**config.mk**
```make
export PLATFORM = sky130hd
export DESIGN_NAME = spi_slave_tx_flat
export DESIGN_NICKNAME = d
export VERILOG_FILES = /design/src/rtl/spi_slave_tx_pkg.sv /design/src/rtl/spi_slave_tx_if.sv /design/src/rtl/spi_slave_tx_sync_fifo.sv /design/src/rtl/spi_slave_tx.sv /design/src/flat_wrapper.sv
export SDC_FILE = /design/constraint.sdc
export NUM_CORES = 1
export LEC_CHECK = 0
export CAP_MARGIN = 40
export CORE_MARGIN = 3
export CORE_UTILIZATION = 63
export DETAILED_ROUTE_END_ITERATION = 7
export DONT_BUFFER_PORTS = 1
export GPL_TIMING_DRIVEN = 1
export PLACE_DENSITY_LB_ADDON = 0.3
export RECOVER_POWER = 25
export SETUP_SLACK_MARGIN = 0.02
export SYNTH_ARGS = -nofsm -noshare
export SYNTH_HDL_FRONTEND = slang
export SYNTH_HIERARCHICAL = 1
export SYNTH_SLANG_ARGS = --single-unit
```
**constraint.sdc**
```tcl
create_clock -name clk -period 3.1 [get_ports clk]
set_clock_uncertainty 0.1 [all_clocks]
set_input_delay 0.775 -clock clk [delete_from_list [all_inputs] [get_ports clk]]
set_output_delay 0.775 -clock clk [all_outputs]
set_load 0.05 [all_outputs]
```
**src/rtl/spi_slave_tx_pkg.sv**
```systemverilog
// Shared types and constants for the SPI slave transmitter.
package spi_pkg;

  // Transmit FSM states.
  typedef enum logic [1:0] {
    IDLE  = 2'd0,
    ARM   = 2'd1,
    SHIFT = 2'd2
  } spi_tx_state_t;

  // SPI modes encoded as {CPOL, CPHA}.
  localparam logic [1:0] SPI_MODE0 = 2'b00;
  localparam logic [1:0] SPI_MODE1 = 2'b01;
  localparam logic [1:0] SPI_MODE2 = 2'b10;
  localparam logic [1:0] SPI_MODE3 = 2'b11;

  // Flops in each SCLK/CS synchroniser chain (history flop not included).
  localparam int SYNC_STAGES = 2;

endpackage

```
**src/rtl/spi_slave_tx_if.sv**
```systemverilog
// Word-push interface from the slave's internal logic into the TX FIFO.
//
// Handshake: the master side holds tx_data stable while tx_valid is high;
// a word is transferred on every rising clk edge where tx_valid and
// tx_ready are both high. tx_ready does not depend on tx_valid.
interface spi_slave_tx_if #(
  parameter int DATA_W = 8
);
  logic [DATA_W-1:0] tx_data;
  logic              tx_valid;
  logic              tx_ready;

  modport master (output tx_data, output tx_valid, input tx_ready);
  modport slave  (input tx_data, input tx_valid, output tx_ready);
endinterface

```
**src/rtl/spi_slave_tx_sync_fifo.sv**
```systemverilog
// Single-clock FIFO with first-word-fall-through read data.
// Pointers carry an extra MSB so full and empty are told apart on wrap.
module sync_fifo #(
  parameter int WIDTH = 8,
  parameter int DEPTH = 4
) (
  input  logic             clk,
  input  logic             rst_n,
  input  logic             push,
  input  logic [WIDTH-1:0] push_data,
  input  logic             pop,
  output logic [WIDTH-1:0] pop_data,
  output logic             full,
  output logic             empty
);
  localparam int AW = $clog2(DEPTH);

  logic [WIDTH-1:0] mem_q [DEPTH];
  logic [AW:0]      wr_ptr_q, wr_ptr_d;
  logic [AW:0]      rd_ptr_q, rd_ptr_d;
  logic             do_push;
  logic             do_pop;

  assign full     = (wr_ptr_q[AW] != rd_ptr_q[AW]) && (wr_ptr_q[AW-1:0] == rd_ptr_q[AW-1:0]);
  assign empty    = (wr_ptr_q == rd_ptr_q);
  assign pop_data = mem_q[rd_ptr_q[AW-1:0]];

  // Guard against overflow/underflow so the pointers can never cross.
  always_comb begin
    do_push  = push & ~full;
    do_pop   = pop & ~empty;
    wr_ptr_d = wr_ptr_q;
    rd_ptr_d = rd_ptr_q;
    if (do_push) wr_ptr_d = wr_ptr_q + (AW+1)'(1);
    if (do_pop)  rd_ptr_d = rd_ptr_q + (AW+1)'(1);
  end

  // Pointer registers.
  always_ff @(posedge clk or negedge rst_n) begin
    if (!rst_n) begin
      wr_ptr_q <= '0;
      rd_ptr_q <= '0;
    end else begin
      wr_ptr_q <= wr_ptr_d;
      rd_ptr_q <= rd_ptr_d;
    end
  end

  // Storage write; contents need no reset because empty masks them.
  always_ff @(posedge clk) begin
    if (do_push) mem_q[wr_ptr_q[AW-1:0]] <= push_data;
  end

endmodule

```
**src/rtl/spi_slave_tx.sv**
```systemverilog
// SPI slave transmitter: FIFO-buffered words serialised onto MISO.
// SCLK and CS are oversampled in the clk domain; no SCLK-clocked flops.
module spi_slave_tx
  import spi_pkg::*;
#(
  parameter int              DATA_W     = 8,
  parameter int              FIFO_DEPTH = 4,
  parameter bit              LSB_FIRST  = 1'b1,
  parameter bit              CPOL       = 1'b0,
  parameter bit              CPHA       = 1'b0,
  parameter logic [DATA_W-1:0] IDLE_WORD = '0
) (
  input  logic          clk,
  input  logic          rst_n,
  input  logic          SCLK,
  input  logic          CS,
  spi_slave_tx_if.slave tx_if,
  output logic          MISO,
  output logic          busy,
  output logic          word_done,
  output logic          underrun,
  output logic          aborted,
  output spi_tx_state_t dbg_state
);
  localparam int          CNT_W = $clog2(DATA_W);
  localparam logic [CNT_W-1:0] LAST_BIT = CNT_W'(DATA_W - 1);
  localparam logic [1:0]  MODE  = {CPOL, CPHA};
  // Launch on the trailing edge for CPHA=0, leading edge for CPHA=1.
  localparam bit LAUNCH_ON_RISE = (MODE == SPI_MODE1) || (MODE == SPI_MODE2);
  localparam bit LAUNCH_ON_FALL = (MODE == SPI_MODE0) || (MODE == SPI_MODE3);

  // ---------------------------------------------------------------------
  // Synchronisers and edge detection
  // ---------------------------------------------------------------------
  logic [SYNC_STAGES-1:0] sclk_sync_q, sclk_sync_d;
  logic [SYNC_STAGES-1:0] cs_sync_q, cs_sync_d;
  logic                   sclk_hist_q, sclk_hist_d;
  logic                   cs_hist_q, cs_hist_d;
  logic                   sclk_s, cs_s;
  logic                   sclk_rise, sclk_fall, cs_rise, cs_fall, launch;

  // Shift the raw pins through the synchroniser chains.
  always_comb begin
    sclk_sync_d = {sclk_sync_q[SYNC_STAGES-2:0], SCLK};
    cs_sync_d   = {cs_sync_q[SYNC_STAGES-2:0], CS};
    sclk_hist_d = sclk_sync_q[SYNC_STAGES-1];
    cs_hist_d   = cs_sync_q[SYNC_STAGES-1];
  end

  // Synchroniser and history registers; SCLK idles at CPOL.
  always_ff @(posedge clk or negedge rst_n) begin
    if (!rst_n) begin
      sclk_sync_q <= {SYNC_STAGES{CPOL}};
      sclk_hist_q <= CPOL;
      cs_sync_q   <= '0;
      cs_hist_q   <= 1'b0;
    end else begin
      sclk_sync_q <= sclk_sync_d;
      sclk_hist_q <= sclk_hist_d;
      cs_sync_q   <= cs_sync_d;
      cs_hist_q   <= cs_hist_d;
    end
  end

  assign sclk_s    = sclk_sync_q[SYNC_STAGES-1];
  assign cs_s      = cs_sync_q[SYNC_STAGES-1];
  assign sclk_rise = sclk_s & ~sclk_hist_q;
  assign sclk_fall = ~sclk_s & sclk_hist_q;
  assign cs_rise   = cs_s & ~cs_hist_q;
  assign cs_fall   = ~cs_s & cs_hist_q;
  assign launch    = (LAUNCH_ON_RISE & sclk_rise) | (LAUNCH_ON_FALL & sclk_fall);

  // ---------------------------------------------------------------------
  // TX FIFO
  // ---------------------------------------------------------------------
  logic              fifo_full, fifo_empty, push, pop;
  logic [DATA_W-1:0] fifo_rd_data, next_word;

  assign push           = tx_if.tx_valid & ~fifo_full;
  assign tx_if.tx_ready = ~fifo_full;
  // An empty FIFO at a word boundary substitutes the idle word.
  assign next_word      = fifo_empty ? IDLE_WORD : fifo_rd_data;

  sync_fifo #(
    .WIDTH (DATA_W),
    .DEPTH (FIFO_DEPTH)
  ) u_fifo (
    .clk       (clk),
    .rst_n     (rst_n),
    .push      (push),
    .push_data (tx_if.tx_data),
    .pop       (pop),
    .pop_data  (fifo_rd_data),
    .full      (fifo_full),
    .empty     (fifo_empty)
  );

  // ---------------------------------------------------------------------
  // FSM and shift register
  // ---------------------------------------------------------------------
  spi_tx_state_t     state_q, state_d;
  logic [DATA_W-1:0] shreg_q, shreg_d;
  logic [CNT_W-1:0]  cnt_q, cnt_d;
  logic              miso_q, miso_d;
  logic              word_done_q, word_done_d;
  logic              underrun_q, underrun_d;
  logic              aborted_q, aborted_d;

  function automatic logic first_bit(input logic [DATA_W-1:0] w);
    return LSB_FIRST ? w[0] : w[DATA_W-1];
  endfunction

  function automatic logic [DATA_W-1:0] shift_word(input logic [DATA_W-1:0] w);
    return LSB_FIRST ? (w >> 1) : (w << 1);
  endfunction

  // Next-state, shift and pulse logic.
  always_comb begin
    state_d     = state_q;
    shreg_d     = shreg_q;
    cnt_d       = cnt_q;
    miso_d      = miso_q;
    word_done_d = 1'b0;
    underrun_d  = 1'b0;
    aborted_d   = 1'b0;
    pop         = 1'b0;
    case (state_q)
      IDLE: begin
        miso_d = 1'b0;
        cnt_d  = '0;
        if (cs_rise) begin
          pop        = ~fifo_empty;
          underrun_d = fifo_empty;
          shreg_d    = next_word;
          state_d    = CPHA ? SHIFT : ARM;
        end
      end
      ARM: begin
        if (cs_fall) begin
          state_d = IDLE;
          miso_d  = 1'b0;
          shreg_d = '0;
        end else begin
          // First bit must be valid before the master's first edge.
          miso_d  = first_bit(shreg_q);
          shreg_d = shift_word(shreg_q);
          state_d = SHIFT;
        end
      end
      SHIFT: begin
        if (launch && (cnt_q == LAST_BIT)) begin
          // Word complete; a coincident CS fall is not an abort.
          word_done_d = 1'b1;
          cnt_d       = '0;
          if (cs_fall) begin
            state_d = IDLE;
            miso_d  = 1'b0;
            shreg_d = '0;
          end else begin
            pop        = ~fifo_empty;
            underrun_d = fifo_empty;
            if (CPHA) begin
              // Leading-edge launch: this edge still carries the last bit.
              miso_d  = first_bit(shreg_q);
              shreg_d = next_word;
            end else begin
              // Trailing-edge launch: this edge carries the next word's first bit.
              miso_d  = first_bit(next_word);
              shreg_d = shift_word(next_word);
            end
          end
        end else if (cs_fall) begin
          aborted_d = (cnt_q != '0);
          state_d   = IDLE;
          miso_d    = 1'b0;
          shreg_d   = '0;
          cnt_d     = '0;
        end else if (launch) begin
          miso_d  = first_bit(shreg_q);
          shreg_d = shift_word(shreg_q);
          cnt_d   = cnt_q + CNT_W'(1);
        end
      end
      default: begin
        state_d = IDLE;
        miso_d  = 1'b0;
        cnt_d   = '0;
      end
    endcase
  end

  // FSM state, datapath and registered output pulses.
  always_ff @(posedge clk or negedge rst_n) begin
    if (!rst_n) begin
      state_q     <= IDLE;
      shreg_q     <= '0;
      cnt_q       <= '0;
      miso_q      <= 1'b0;
      word_done_q <= 1'b0;
      underrun_q  <= 1'b0;
      aborted_q   <= 1'b0;
    end else begin
      state_q     <= state_d;
      shreg_q     <= shreg_d;
      cnt_q       <= cnt_d;
      miso_q      <= miso_d;
      word_done_q <= word_done_d;
      underrun_q  <= underrun_d;
      aborted_q   <= aborted_d;
    end
  end

  assign MISO      = miso_q;
  assign busy      = cs_hist_q;
  assign word_done = word_done_q;
  assign underrun  = underrun_q;
  assign aborted   = aborted_q;
  assign dbg_state = state_q;

endmodule

```
**src/flat_wrapper.sv**
```systemverilog
// flat-port wrapper written by rule: the top's interface ports become plain ports
module spi_slave_tx_flat import spi_pkg::*;
#(
  parameter int              DATA_W     = 8,
  parameter int              FIFO_DEPTH = 4,
  parameter bit              LSB_FIRST  = 1'b1,
  parameter bit              CPOL       = 1'b0,
  parameter bit              CPHA       = 1'b0,
  parameter logic [DATA_W-1:0] IDLE_WORD = '0
)
  (clk, rst_n, SCLK, CS, MISO, busy, word_done, underrun, aborted, dbg_state, tx_if_tx_data, tx_if_tx_valid, tx_if_tx_ready);
  spi_slave_tx_if #(.DATA_W(DATA_W)) tx_if_i ();
  input  logic clk;
  input  logic rst_n;
  input  logic SCLK;
  input  logic CS;
  output logic MISO;
  output logic busy;
  output logic word_done;
  output logic underrun;
  output logic aborted;
  output spi_tx_state_t dbg_state;
  input wire logic [$bits(tx_if_i.tx_data)-1:0] tx_if_tx_data;
  input wire logic [$bits(tx_if_i.tx_valid)-1:0] tx_if_tx_valid;
  output wire logic [$bits(tx_if_i.tx_ready)-1:0] tx_if_tx_ready;
  assign tx_if_i.tx_data = tx_if_tx_data;
  assign tx_if_i.tx_valid = tx_if_tx_valid;
  assign tx_if_tx_ready = tx_if_i.tx_ready;
  spi_slave_tx #(.DATA_W(DATA_W), .FIFO_DEPTH(FIFO_DEPTH), .LSB_FIRST(LSB_FIRST), .CPOL(CPOL), .CPHA(CPHA), .IDLE_WORD(IDLE_WORD)) u_core (.clk(clk), .rst_n(rst_n), .SCLK(SCLK), .CS(CS), .tx_if(tx_if_i), .MISO(MISO), .busy(busy), .word_done(word_done), .underrun(underrun), .aborted(aborted), .dbg_state(dbg_state));
endmodule
```
==> results of run 1 <==
-- cells in the final DEF, fill, tap and decap left out, types with 3 or more instances in the layout --
cell / n
buf_4: 5
and3_1: 9
xnor2_1: 4
edfxtp_1: 32
o221ai_1: 7
nand2_1: 15
dfrtp_1: 29
nor3_1: 4
inv_6: 3
ha_1: 12
clkbuf_8: 9
nor3b_1: 7
nand3_1: 14
a211oi_1: 3
a21oi_1: 6
mux4_2: 8
nand4b_1: 8
nand2b_1: 5
inv_1: 18
nor2_1: 3
o31ai_1: 5
nor2b_1: 4
-- worst max path at each step --
stage                                                     start                       endpoint  slack (ns)  cells past startpoint
after global placement    u_core/u_fifo/rd_ptr_q[0]$_DFFE_PN0P_  u_core/shreg_q[5]$_DFFE_PN0P_        0.77                      6
after detailed placement  u_core/u_fifo/rd_ptr_q[0]$_DFFE_PN0P_  u_core/shreg_q[5]$_DFFE_PN0P_        0.67                      6
after CTS                 u_core/u_fifo/rd_ptr_q[0]$_DFFE_PN0P_                 tx_if_tx_ready        0.44                      4
final                     u_core/u_fifo/rd_ptr_q[0]$_DFFE_PN0P_                 tx_if_tx_ready        0.46                      4
after floorplan                 u_core/dbg_state[0]$_DFFE_PN0P_  u_core/shreg_q[7]$_DFFE_PN0P_        0.86                      7
after global routing      u_core/u_fifo/wr_ptr_q[1]$_DFFE_PN0P_                 tx_if_tx_ready        0.31                      4
-- cell type report --
cell class	count	area share [%]
Clock buffer	9	3.74
Clock inverter	7	1.70
Inverter	18	2.04
Multi-Input combinational cell	143	37.6
Sequential cell	61	51.0
Tap cell	65	2.46
Timing Repair Buffer	6	1.44
-- routing by layer --
| metal | vias to the layer above | track usage [%] | wire, microns |
|---|---|---|---|
| met3 | 4 | 7.12 | 172 |
| met2 | 29 | 33.1 | 2670 |
| li1 | 879 | - | - |
| met1 | 907 | 30.0 | 2560 |
| met4 | 0 | 6.80 | 34 |
| met5 | - | 0 | 0 |
-- cells by family (layout without fill, tap and decap cells) --
| group | after synthesis | after routing | share of synthesized area [%] |
|---|---|---|---|
| DFF | 61 | 61 | 55.0 |
| and+or+nand+nor | 78 | 78 | 16.1 |
| adders and majority gates | 12 | 12 | 4.89 |
| xor gates and xnor gates | 9 | 9 | 3.67 |
| buffers and inverters | 29 | 40 | 4.44 |
| muxes | 12 | 12 | 7.46 |
| AOI/OAI and AO/OA | 32 | 32 | 8.40 |
-- flip-flops by register name, summed over array words and instances, names as in the netlist, 2 cells and up --
signal,cells
u_core/sclk_sync_q,2
u_core/cnt_q,3
u_core/u_fifo/rd_ptr_q,3
u_core/cs_sync_q,2
u_core/shreg_q,8
u_core/u_fifo/mem_q,32
u_core/u_fifo/wr_ptr_q,3
u_core/dbg_state,2
-- report_power, final --
group | switching, mW | internal (mW)
clock | 0.336 | 0.299
combinational | 0.793 | 0.583
sequential | 0.195 | 1.07
-- metrics by stage --
step	cells	hold WS, ns
3_5_place_dp	292	0.235
6_report	309	0.0315
2_1_floorplan	233	0.231
3_3_place_gp	292	0.233
5_1_grt	309	0.00417
4_1_cts	308	0.0146
-- critical path, delay by kind of cell (launching register included) --
family	cells	cell delay [ns]
xor+xnor	1	0.37
flops	1	0.54
buf+inv	2	0.33
simple gates	1	0.20
-- repair_timing --
action                                 CTS  global route
hold buffers                             0             1
endpoints found under the hold margin    0             8
gates resized for setup                  0             0
==> results.py, run 1 <==
metrics = {
    "yosys": {
        "synth_nets": 258,
        "ys_seq_area_share_pct": 55.0,
        "synth_most_common_cell": "edfxtp_1",
        "synth_edf_count": 32,
        "async_reset_ff_share_pct": 47.5,
        "synth_area_leader_cell": "edfxtp_1",
        "synthTopCellsByCount": "edfxtp_1 (32), dfrtp_1 (29), inv_1 (18)",
        "synthCells": 233,
        "synth-main-ff-cell": "edfxtp_1",
        "yosysTopAreaCellShare_pct": 31.3,
        "syn_area_sq_um": 3070,
        "synth.avg_cell_area_sq_um": 13.2,
        "synthTopCellsByArea": "edfxtp_1 (31%), dfrtp_1 (24%), mux4_2 (5.9%)",
        "synth_warnings": 6,
        "ys_seq_elements": 61,
        "ys_types": 47,
    },
    "floorplan": {
        "initial_core_util_pct": 67.7,
        "dieHeight_microns": 75.8,
        "fp-row-count": 24,
        "fp.dieW_microns": 75.8,
        "io_pins": 21,
        "die-area_sq_um": 5740,
        "design.core.area_sq_um": 4530,
    },
    "layout": {
        "finalInstanceArea_sq_um": 3310,
        "regArea_sq_um": 1690,
        "nFillCells": 284,
        "final_util_pct": 73.0,
        "multi_input_area_sq_um": 1240,
        "drive_gt1_share_pct": 18.0,
        "final_nets": 264,
        "antenna_cells": 0,
        "areaGrowthSynthToFinish_pct": 7.83,
    },
    "routing": {
        "ant_nets": 0,
        "drt_iter0_drc": 228,
        "totalWireLength_microns": 5440,
        "num_vias": 1819,
        "remaining_drc_errors": 0,
        "first_pass_iters": 4,
        "avgRoutedWirePerCell_microns": 17.6,
        "vias_per_cell": 5.89,
    },
    "sta": {
        "setup_violations": 0,
        "fin_ws_ns": 0.462,
        "slew_headroom_pct": 58.1,
        "max_freq_mhz": 379,
        "tightestPinTransition_ns": 0.624,
        "fin_crit_ns": 2.64,
        "maxSlewViolCount": 0,
        "rsz0062_at_grt": "false",
        "setup_tns_ns": 0,
        "timing.final.hold_violations": 0,
        "period_share_pct": 85.1,
    },
    "cts": {
        "htreeDepth": 3,
        "clk_path_buf_depth": 2,
        "post_cts_buffers": 0,
        "worst_skew_pair.late_latency_ns": 0.33,
        "cts.clk_slew.worst_paths_ns": 0.08,
        "numCtsBuffers": 9,
        "cts_root_buffer": "clkbuf_8",
        "tritoncts": "yes",
        "clkSinkCount": 61,
    },
    "critical_path": {
        "cpPeakStageDelay_ns": 0.54,
        "crit_chain": "xnor2_2 -> nand3_1 -> inv_1 -> inv_1",
        "r2r_start": "u_core/u_fifo/rd_ptr_q[0]$_DFFE_PN0P_",
        "r2r_end": "u_core/shreg_q[5]$_DFFE_PN0P_",
        "cpMaxStageDelayCell": "dfrtp_1",
        "critPathKind": "reg2out",
        "startpoint_type": "flop",
        "crit_required_ns": 2.22,
        "rrSetupSlack_ns": 0.67,
        "crit_path_max_fanout": 5,
        "cp.arrival_ns": 1.76,
        "worst_setup_path_end_kind": "primary output",
        "crit_top_cell": "inv_1",
        "r2r_cells": 6,
    },
    "grt": {
        "grt_usage_pct": 21.8,
        "antenna_found_initial": 0,
        "grt_pass1_wl_microns": 8990,
        "gr-total-overflow": 0,
        "grt_pass1_vias": 1799,
        "grt_max_degree": 30,
    },
    "placed_design": {
        "hpwl_microns": 3690,
        "dpl-instance-area_sq_um": 3120,
        "place_ws_ns": 0.671,
        "io_buffers": 0,
        "gp_congestion": 0.780,
    },
    "flow_run": {
        "maxCapViolations": 0,
    },
    "pwr": {
        "ir_worst_vdd_mv": 0.734,
        "totalPowerFinal_mw": 3.28,
        "p_leak_nw": 1.26,
        "power_density_nw_per_um2": 990,
    },
    "hold_path": {
        "holdCritPathClass": "in2async",
    },
    "run_status": {
        "status": "complete, no violations",
    },
}
(Power assumes the default switching activity.)
==> inputs of run 2 (changes only) <==
--- a/config.mk
+++ b/config.mk
@@ -6,7 +6,7 @@
 export NUM_CORES = 1
 export LEC_CHECK = 0
 export CAP_MARGIN = 40
-export CORE_MARGIN = 3
+export CORE_MARGIN = 10
 export CORE_UTILIZATION = 63
 export DETAILED_ROUTE_END_ITERATION = 7
 export DONT_BUFFER_PORTS = 1
==> run 2 against run 1 <==
Net effect:
- worst hold slack worse by 0.0045 ns
- design area is 0.30% higher
- combinational power is essentially flat
- non-clock buffer count fell by 1
- critical path depth stayed put
- setup slack improved by 0.023 ns
- global-route usage shrank 7.7 points
- final cell count up 0.32%
- highest routed layer unchanged
==> results.py, run 2 (synthesized netlist as in run 1, its figures left out) <==
metrics = {
    "routing": {
        "first_pass_iters": 4,
        "totalWireLength_microns": 5370,
        "vias_per_cell": 5.97,
        "remaining_drc_errors": 0,
        "num_vias": 1851,
        "avgRoutedWirePerCell_microns": 17.3,
        "ant_nets": 0,
        "drt_iter0_drc": 59,
    },
    "layout": {
        "regArea_sq_um": 1690,
        "final_util_pct": 70.3,
        "final_common_cell": "edfxtp_1",
        "areaGrowthSynthToFinish_pct": 8.16,
        "final_cell_mix": "edfxtp_1 (32), dfrtp_1 (29), inv_1 (18), nand2_1 (15), nand3_1 (14)",
        "drive_gt1_share_pct": 18.1,
        "nFillCells": 328,
        "largest_reg_flops": 32,
        "final_nets": 263,
        "multi_input_area_sq_um": 1240,
        "antenna_cells": 0,
    },
    "placed_design": {
        "hpwl_microns": 3850,
        "gp_congestion": 0.809,
        "io_buffers": 0,
    },
    "sta": {
        "max_freq_mhz": 382,
        "period_share_pct": 84.4,
        "maxSlewViolCount": 0,
        "slew_headroom_pct": 57.2,
        "setup_tns_ns": 0,
        "setup_violations": 0,
        "timing.final.hold_violations": 0,
        "holdWs_ns": 0.0270,
        "fin_crit_ns": 2.62,
        "rsz0062_at_grt": "false",
        "tightestPinTransition_ns": 0.636,
    },
    "cts": {
        "numCtsBuffers": 9,
        "clkSinkCount": 61,
        "cts_resized": 0,
        "htreeDepth": 3,
        "cts_hold_buf": 0,
        "clk_path_buf_depth": 2,
        "cts_root_buffer": "clkbuf_8",
        "cts.clk_slew.worst_paths_ns": 0.08,
        "tritoncts": "yes",
        "worst_skew_pair.late_latency_ns": 0.33,
        "post_cts_buffers": 0,
    },
    "grt": {
        "antenna_found_initial": 0,
        "grt_pass1_vias": 1913,
        "grt_max_degree": 30,
        "gr-total-overflow": 0,
        "grt_usage_pct": 14.1,
        "grt_pass1_wl_microns": 9330,
    },
    "floorplan": {
        "fp.dieW_microns": 89.8,
        "io_pins": 21,
        "initial_core_util_pct": 65.0,
        "fp-row-count": 25,
        "dieHeight_microns": 89.8,
        "design.core.area_sq_um": 4720,
        "die-area_sq_um": 8060,
    },
    "hold_path": {
        "holdCritPathClass": "in2async",
    },
    "pwr": {
        "p_leak_nw": 1.27,
        "power_density_nw_per_um2": 1000,
        "ir_worst_vdd_mv": 0.656,
        "totalPowerFinal_mw": 3.32,
    },
    "critical_path": {
        "r2r_start": "u_core/dbg_state[1]$_DFFE_PN0P_",
        "crit_path_max_fanout": 7,
        "cp.arrival_ns": 1.74,
        "crit_required_ns": 2.22,
        "critPathKind": "reg2out",
        "startpoint_type": "flop",
        "worst_setup_path_end_kind": "primary output",
        "cp-startpoint": "u_core/u_fifo/rd_ptr_q[1]$_DFFE_PN0P_",
    },
    "flow_run": {
        "maxCapViolations": 0,
    },
    "run_status": {
        "status": "complete, no violations",
    },
}
==> run 2: worst max-delay path: stages, from the launching register on <==
cell     delay [ns]
dfrtp_1        0.50
xnor2_1        0.39
nand3_1        0.19
inv_1          0.12
inv_1          0.21
==> run 2: area by class of cell <==
class / count / area share (%)
Clock buffer: 9 / 3.73
Clock inverter: 7 / 2.22
Inverter: 18 / 2.04
Multi-Input combinational cell: 143 / 37.5
Sequential cell: 61 / 50.8
Tap cell: 67 / 2.53
Timing Repair Buffer: 5 / 1.13
==> run 2: worst paths after layout <==
check,to,slack [ns],depth (start not counted)
hold / removal,u_core/shreg_q[5]$_DFFE_PN0P_,0.03,0
setup reg to reg,u_core/cnt_q[0]$_DFFE_PN0P_,0.64,5
hold reg to reg,u_core/cs_sync_q[1]$_DFF_PN0_,0.26,0
setup / recovery,tx_if_tx_ready,0.48,4
max in group asynchronous,u_core/dbg_state[0]$_DFFE_PN0P_,2.78,0
min in group clk,u_core/cs_sync_q[1]$_DFF_PN0_,0.26,0
==> run 2: report_power, final <==
group	internal [mW]	switching (mW)
Clock	0.373	0.322
Combinational	0.582	0.780
Sequential	1.07	0.193
Total	2.03	1.30
==> run 2: metrics by stage <==
stage	setup slack (ns)	area [sq um]	instances
4_1_cts	0.449	3320	310
3_3_place_gp	0.705	3120	294
3_5_place_dp	0.661	3120	294
6_report	0.485	3320	310
5_1_grt	0.357	3320	310
2_1_floorplan	0.861	3070	233
==> run 2: routing by layer <==
layer	track usage, %	vias to the layer above	part of all wire [%]
li1	-	873	-
met1	16.9	921	43
met2	22.2	49	50
met3	4.74	8	5.5
met4	6.47	0	1.5
met5	0	-	0
